File: src/rtl/game_binary_entry.sv
// Binary-entry quiz: show a random digit, the player keys its binary pattern MSB-first.
// Optional ENTRY_TIMEOUT_EN macro: abandon an idle entry after TIMEOUT_TIME cycles.

module random_digit (
  input  logic       clk,
  input  logic       reset,
  output logic [3:0] rnd
);

  // Free-running 0..9 counter; sampling it at a human button press makes it unpredictable.
  always_ff @(posedge clk or posedge reset) begin
    if (reset) rnd <= 4'd0;
    else       rnd <= (rnd == 4'd9) ? 4'd0 : rnd + 4'd1;
  end

endmodule

module game_binary_entry #(
  parameter int NUM_BITS     = 3,
  parameter int COUNTER_LEN  = 26,
  parameter int DELAY_TIME   = 10_000_000,
  parameter int TIMEOUT_TIME = 50_000_000
) (
  input  logic       clk,
  input  logic       reset,
  input  logic       btn1,
  input  logic       btn2,
  input  logic       btn3,
  input  logic       btn4,
  output logic [3:0] value
);

  localparam int CNT_W = $clog2(NUM_BITS + 1);

  localparam logic [3:0] CODE_CORRECT  = 4'd10;
  localparam logic [3:0] CODE_ERROR    = 4'd11;
  localparam logic [3:0] CODE_BLANK    = 4'd12;
  localparam logic [3:0] CODE_QUESTION = 4'd13;

  localparam logic [COUNTER_LEN-1:0] DELAY_LIMIT = COUNTER_LEN'(DELAY_TIME);

  typedef enum logic [1:0] {
    S_WAIT,
    S_SHOW_TARGET,
    S_ENTER,
    S_RESULT
  } state_t;

  state_t                  state_q, state_nxt;
  logic [3:0]              value_nxt;
  logic [NUM_BITS-1:0]     target_q, target_nxt;
  logic [NUM_BITS-1:0]     entry_q, entry_nxt;
  logic [CNT_W-1:0]        bit_cnt_q, bit_cnt_nxt;
  logic [COUNTER_LEN-1:0]  counter_q, counter_nxt;
  logic [3:0]              prev_q;
  logic [3:0]              btn_vec;
  logic [3:0]              press;
  logic [3:0]              rnd;
  logic                    rnd_unused;

  random_digit u_random_digit (
    .clk   (clk),
    .reset (reset),
    .rnd   (rnd)
  );

  assign rnd_unused = ^rnd[3:NUM_BITS];

`ifdef ENTRY_TIMEOUT_EN
  localparam logic [COUNTER_LEN-1:0] TIMEOUT_LIMIT = COUNTER_LEN'(TIMEOUT_TIME);
`else
  localparam int timeout_unused = TIMEOUT_TIME;
`endif

  assign btn_vec = {btn4, btn3, btn2, btn1};
  assign press   = btn_vec & ~prev_q;

  // Bit keyed this cycle: btn1 outranks btn2, so a simultaneous pair enters 0.
  logic                bit_valid;
  logic                bit_in;
  logic [NUM_BITS:0]   shift_wide;
  logic [NUM_BITS-1:0] entry_shifted;
  logic [CNT_W-1:0]    bit_cnt_inc;

  assign bit_valid     = press[0] | press[1];
  assign bit_in        = ~press[0];
  assign shift_wide    = {entry_q, bit_in};
  assign entry_shifted = shift_wide[NUM_BITS-1:0];
  assign bit_cnt_inc   = bit_cnt_q + CNT_W'(1);

  always_comb begin
    // NOTE: every always_comb output takes its hold value first so no path infers a latch.
    state_nxt   = state_q;
    value_nxt   = value;
    target_nxt  = target_q;
    entry_nxt   = entry_q;
    bit_cnt_nxt = bit_cnt_q;
    counter_nxt = counter_q;

    case (state_q)
      S_WAIT: begin
        value_nxt   = CODE_BLANK;
        counter_nxt = '0;
        if (|press) begin
          target_nxt  = rnd[NUM_BITS-1:0];
          entry_nxt   = '0;
          bit_cnt_nxt = '0;
          value_nxt   = 4'(rnd[NUM_BITS-1:0]);
          state_nxt   = S_SHOW_TARGET;
        end
      end

      S_SHOW_TARGET: begin
        if (counter_q >= DELAY_LIMIT) begin
          counter_nxt = '0;
          value_nxt   = CODE_QUESTION;
          state_nxt   = S_ENTER;
        end else begin
          counter_nxt = counter_q + COUNTER_LEN'(1);
        end
      end

      S_ENTER: begin
        if (bit_valid) begin
          entry_nxt   = entry_shifted;
          bit_cnt_nxt = bit_cnt_inc;
          counter_nxt = '0;
          if (bit_cnt_inc == CNT_W'(NUM_BITS)) begin
            value_nxt = (entry_shifted == target_q) ? CODE_CORRECT : CODE_ERROR;
            state_nxt = S_RESULT;
          end else begin
            value_nxt = {3'b000, bit_in};
          end
        end else if (press[2]) begin
          entry_nxt   = '0;
          bit_cnt_nxt = '0;
          counter_nxt = '0;
          value_nxt   = CODE_QUESTION;
        end else begin
`ifdef ENTRY_TIMEOUT_EN
          if (counter_q >= TIMEOUT_LIMIT) begin
            counter_nxt = '0;
            value_nxt   = CODE_ERROR;
            state_nxt   = S_RESULT;
          end else begin
            counter_nxt = counter_q + COUNTER_LEN'(1);
          end
`else
          counter_nxt = '0;
`endif
        end
      end

      S_RESULT: begin
        if (counter_q >= DELAY_LIMIT) begin
          counter_nxt = '0;
          value_nxt   = CODE_BLANK;
          state_nxt   = S_WAIT;
        end else begin
          counter_nxt = counter_q + COUNTER_LEN'(1);
        end
      end

      default: begin
        counter_nxt = '0;
        value_nxt   = CODE_BLANK;
        state_nxt   = S_WAIT;
      end
    endcase
  end

  // Previous-button registers reset high so a button held through reset is not a press.
  always_ff @(posedge clk or posedge reset) begin
    // NOTE: sequential state uses non-blocking assignments so every register samples pre-edge values.
    if (reset) begin
      state_q   <= S_WAIT;
      value     <= CODE_BLANK;
      target_q  <= '0;
      entry_q   <= '0;
      bit_cnt_q <= '0;
      counter_q <= '0;
      prev_q    <= '1;
    end else begin
      state_q   <= state_nxt;
      value     <= value_nxt;
      target_q  <= target_nxt;
      entry_q   <= entry_nxt;
      bit_cnt_q <= bit_cnt_nxt;
      counter_q <= counter_nxt;
      prev_q    <= btn_vec;
    end
  end

endmodule
File: config.mk
export PLATFORM = sky130hd
export DESIGN_NAME = game_binary_entry
export DESIGN_NICKNAME = d
export VERILOG_FILES = /design/src/rtl/game_binary_entry.sv
export SDC_FILE = /design/constraint.sdc
export NUM_CORES = 1
export LEC_CHECK = 0
export ABC_CLOCK_PERIOD_IN_PS = 2700
export CORE_MARGIN = 3
export CORE_UTILIZATION = 50
export DETAILED_ROUTE_END_ITERATION = 6
export GPL_TIMING_DRIVEN = 0
export PLACE_DENSITY_LB_ADDON = 0.12
export SLEW_MARGIN = 20
export SYNTH_ARGS = -nofsm -noshare
export SYNTH_HDL_FRONTEND = slang
export SYNTH_SLANG_ARGS = --single-unit
File: constraint.sdc
create_clock -name clk -period 2.7 [get_ports clk]
set_input_delay 0.81 -clock clk [delete_from_list [all_inputs] [get_ports clk]]
set_output_delay 0.81 -clock clk [all_outputs]
set_load 0.1 [all_outputs]
==> flow_metrics.tcl <==
set metrics [dict create \
    synthTopCellsByArea "dfrtp_1, dfstp_2, nor2_1" \
    final_nets 260 \
    synth-async-reset-ratio_pct 100.0 \
    overflow 0 \
    post-cts-setup-buffer-count 0 \
    synth_cell_types 50 \
    synth.top_cell.area_share_pct 43.09 \
    critPathKind "reg -> out" \
    rsz0062_at_grt "false" \
    wirelength_um 3944 \
    fin_crit_sh_pct 95.70 \
    status "complete, no violations" \
    ys_dominant_reg_cell "dfrtp_1" \
    num_antenna_cells 0 \
    tns_ps 0 \
    drt_pass1_iterations 4 \
    path_clk_slew_ps 80 \
    drc 0 \
    synthesis.area_um2 2381 \
    drive_above_1_share_pct 11.34 \
    power_w 0.002145 \
    grt_pass1_wl_um 7065 \
    synth-edff-count 0 \
    ys_warn_count 0 \
    viasPerCell 5.465 \
    tightest_slew_ps 959.4 \
    initial_core_util_pct 53.22 \
    cp_cell_sequence "clkdlybuf4s50_1" \
    cpPeakStageDelay_ps 1130 \
    final_hold_viol_count 0 \
    numCtsBuffers 5 \
    final_cells 299 \
    crit_family "buffers and inverters" \
    final_util_pct 59.40 \
    slew_violations 0 \
    post-place-cells 291 \
    die_area_um2 5626 \
    cts.repair.resized 2 \
    cp-end-kind "primary output" \
    cts_tree "yes" \
    cp_max_fo 2 \
    h-tree-depth 2 \
    synth_cells 228 \
    finalClockSkew_ps 2.666 \
    core_um2 4474 \
    ys_seq_area_share_pct 49.71 \
    drt_iter0_markers 69 \
    min_period_ps 2584 \
    grt_pass1_vias 1506 \
    worstSkewPairLatency_ps 290 \
    ys_ff_latch 47 \
    irDropWorstVdd_mv 0.5255 \
    num_rows 24 \
    root_buffer "clkbuf_8" \
    io_pins 10 \
    cp.arrival_ps 1770 \
    synth.avg_cell_area_um2 10.44 \
    ys_top_cells_by_count "dfrtp_1, nor2_1, nand2_1, inv_1, xnor2_1" \
    slew_headroom_pct 35.84 \
    area_growth_pct 11.61 \
    dr_total_vias 1634 \
    grtUsageTotal_pct 16.53 \
    powerDensity_nw_per_um2 807.1 \
    cellLeakagePower_nw 1.133 \
    cp.required_ps 1890 \
    fp.dieH_um 75.01 \
    routabilityCongestion 0.7952 \
    antenna_found_initial 0 \
    antenna_left 0 \
    io_buffer_count 9 \
    clockBufferDepth 2 \
    clock_sink_count 47 \
    hp-class "reg -> reg" \
    grt_max_degree 34 \
    hpwl_um 2878 \
    cap_violations 0 \
    start_kind "flip-flop" \
    yosysMostFrequentCell "dfrtp_1" \
    cts_hold_buf 0 \
    wl_per_cell_um 13.19 \
    fmax_ghz 0.3870 \
    crit_path_top_delay_cell "clkdlybuf4s50_1" \
    yosys.area.top_type "dfrtp_1" \
    die_x_um 75.01 \
    setup_viol 0 \
    cp.buffers_inverters 1 \
]
cell families after synthesis:
family | synth area share (%)
xor gates and xnor gates | 8.460
muxes | 3.205
buffers and inverters | 3.363
adders and majority gates | 4.204
DFF | 49.71
and+or+nand+nor | 19.44
AOI/OAI and AO/OA | 11.46
other | 0.1575
metal layers:
metal	routed length, um	global-route usage [%]	share of wire (%)
met1	2111	24.87	54
met2	1639	23.11	42
met3	155	4.806	3.9
met4	37	4.743	0.94
met5	0	0	0
flip-flops by register name, summed over array words and instances (netlist names):
| register | count |
|---|---|
| state_q | 2 |
| target_q | 3 |
| u_random_digit.rnd | 4 |
| prev_q | 4 |
| entry_q | 2 |
| bit_cnt_q | 2 |
| value | 4 |
| counter_q | 26 |
where the power goes:
group	switching, W	internal, W	total, W	leakage, nW
registers	0.0000709	0.000822	0.000893	0.608
logic	0.000533	0.000265	0.000799	0.473
clock network	0.000220	0.000234	0.000453	0.0515
area by class of cell:
class,count,area (um^2)
fillers,382,1817
flip-flops and latches,47,1184
multi-input cells,163,1121
repair buffers,10,107.6
clock buffers,8,100.1
well taps,52,65.06
inverters,14,52.55
plain buffers,5,27.53
worst paths after layout:
path | start | endpoint | slack (ps) | cells past startpoint
min | value[1] | value[1] | 500 | 1
max | value[0] | value[0] | 120 | 1
max reg2reg | state_q[1] | counter_q[8] | 510 | 7
min in group asynchronous | reset | bit_cnt_q[1] | 780 | 2
min reg2reg | value[1] | value[1] | 500 | 1
max in group asynchronous | reset | value[2] | 1380 | 3
metrics by stage:
| step | hold WS, ps | cell area (um^2) | setup slack (ps) |
|---|---|---|---|
| finish | 499.6 | 2658 | 116.0 |
| global route | 522.0 | 2658 | 44.29 |
| CTS | 505.1 | 2658 | 90.84 |
| detailed placement | 484.3 | 2560 | 57.82 |
| global placement | 471.2 | 2540 | -175.3 |
| floorplan | 453.8 | 2385 | 783.8 |
layout by cell type (no fill, tap or decap), types with 3 or more instances in the layout:
master,instances
nand2b_1,4
clkdlybuf4s50_1,7
mux2_1,5
dfrtp_1,41
ha_1,8
xnor2_1,12
nor3_1,4
nand2_1,19
clkbuf_8,7
nor2b_1,3
a32o_1,3
dfstp_2,6
o21ai_0,9
xor2_1,11
nor2_1,31
clkbuf_1,4
nand3_1,8
nand4_1,5
inv_1,13
Note: power is estimated with default switching activity, not from simulation.
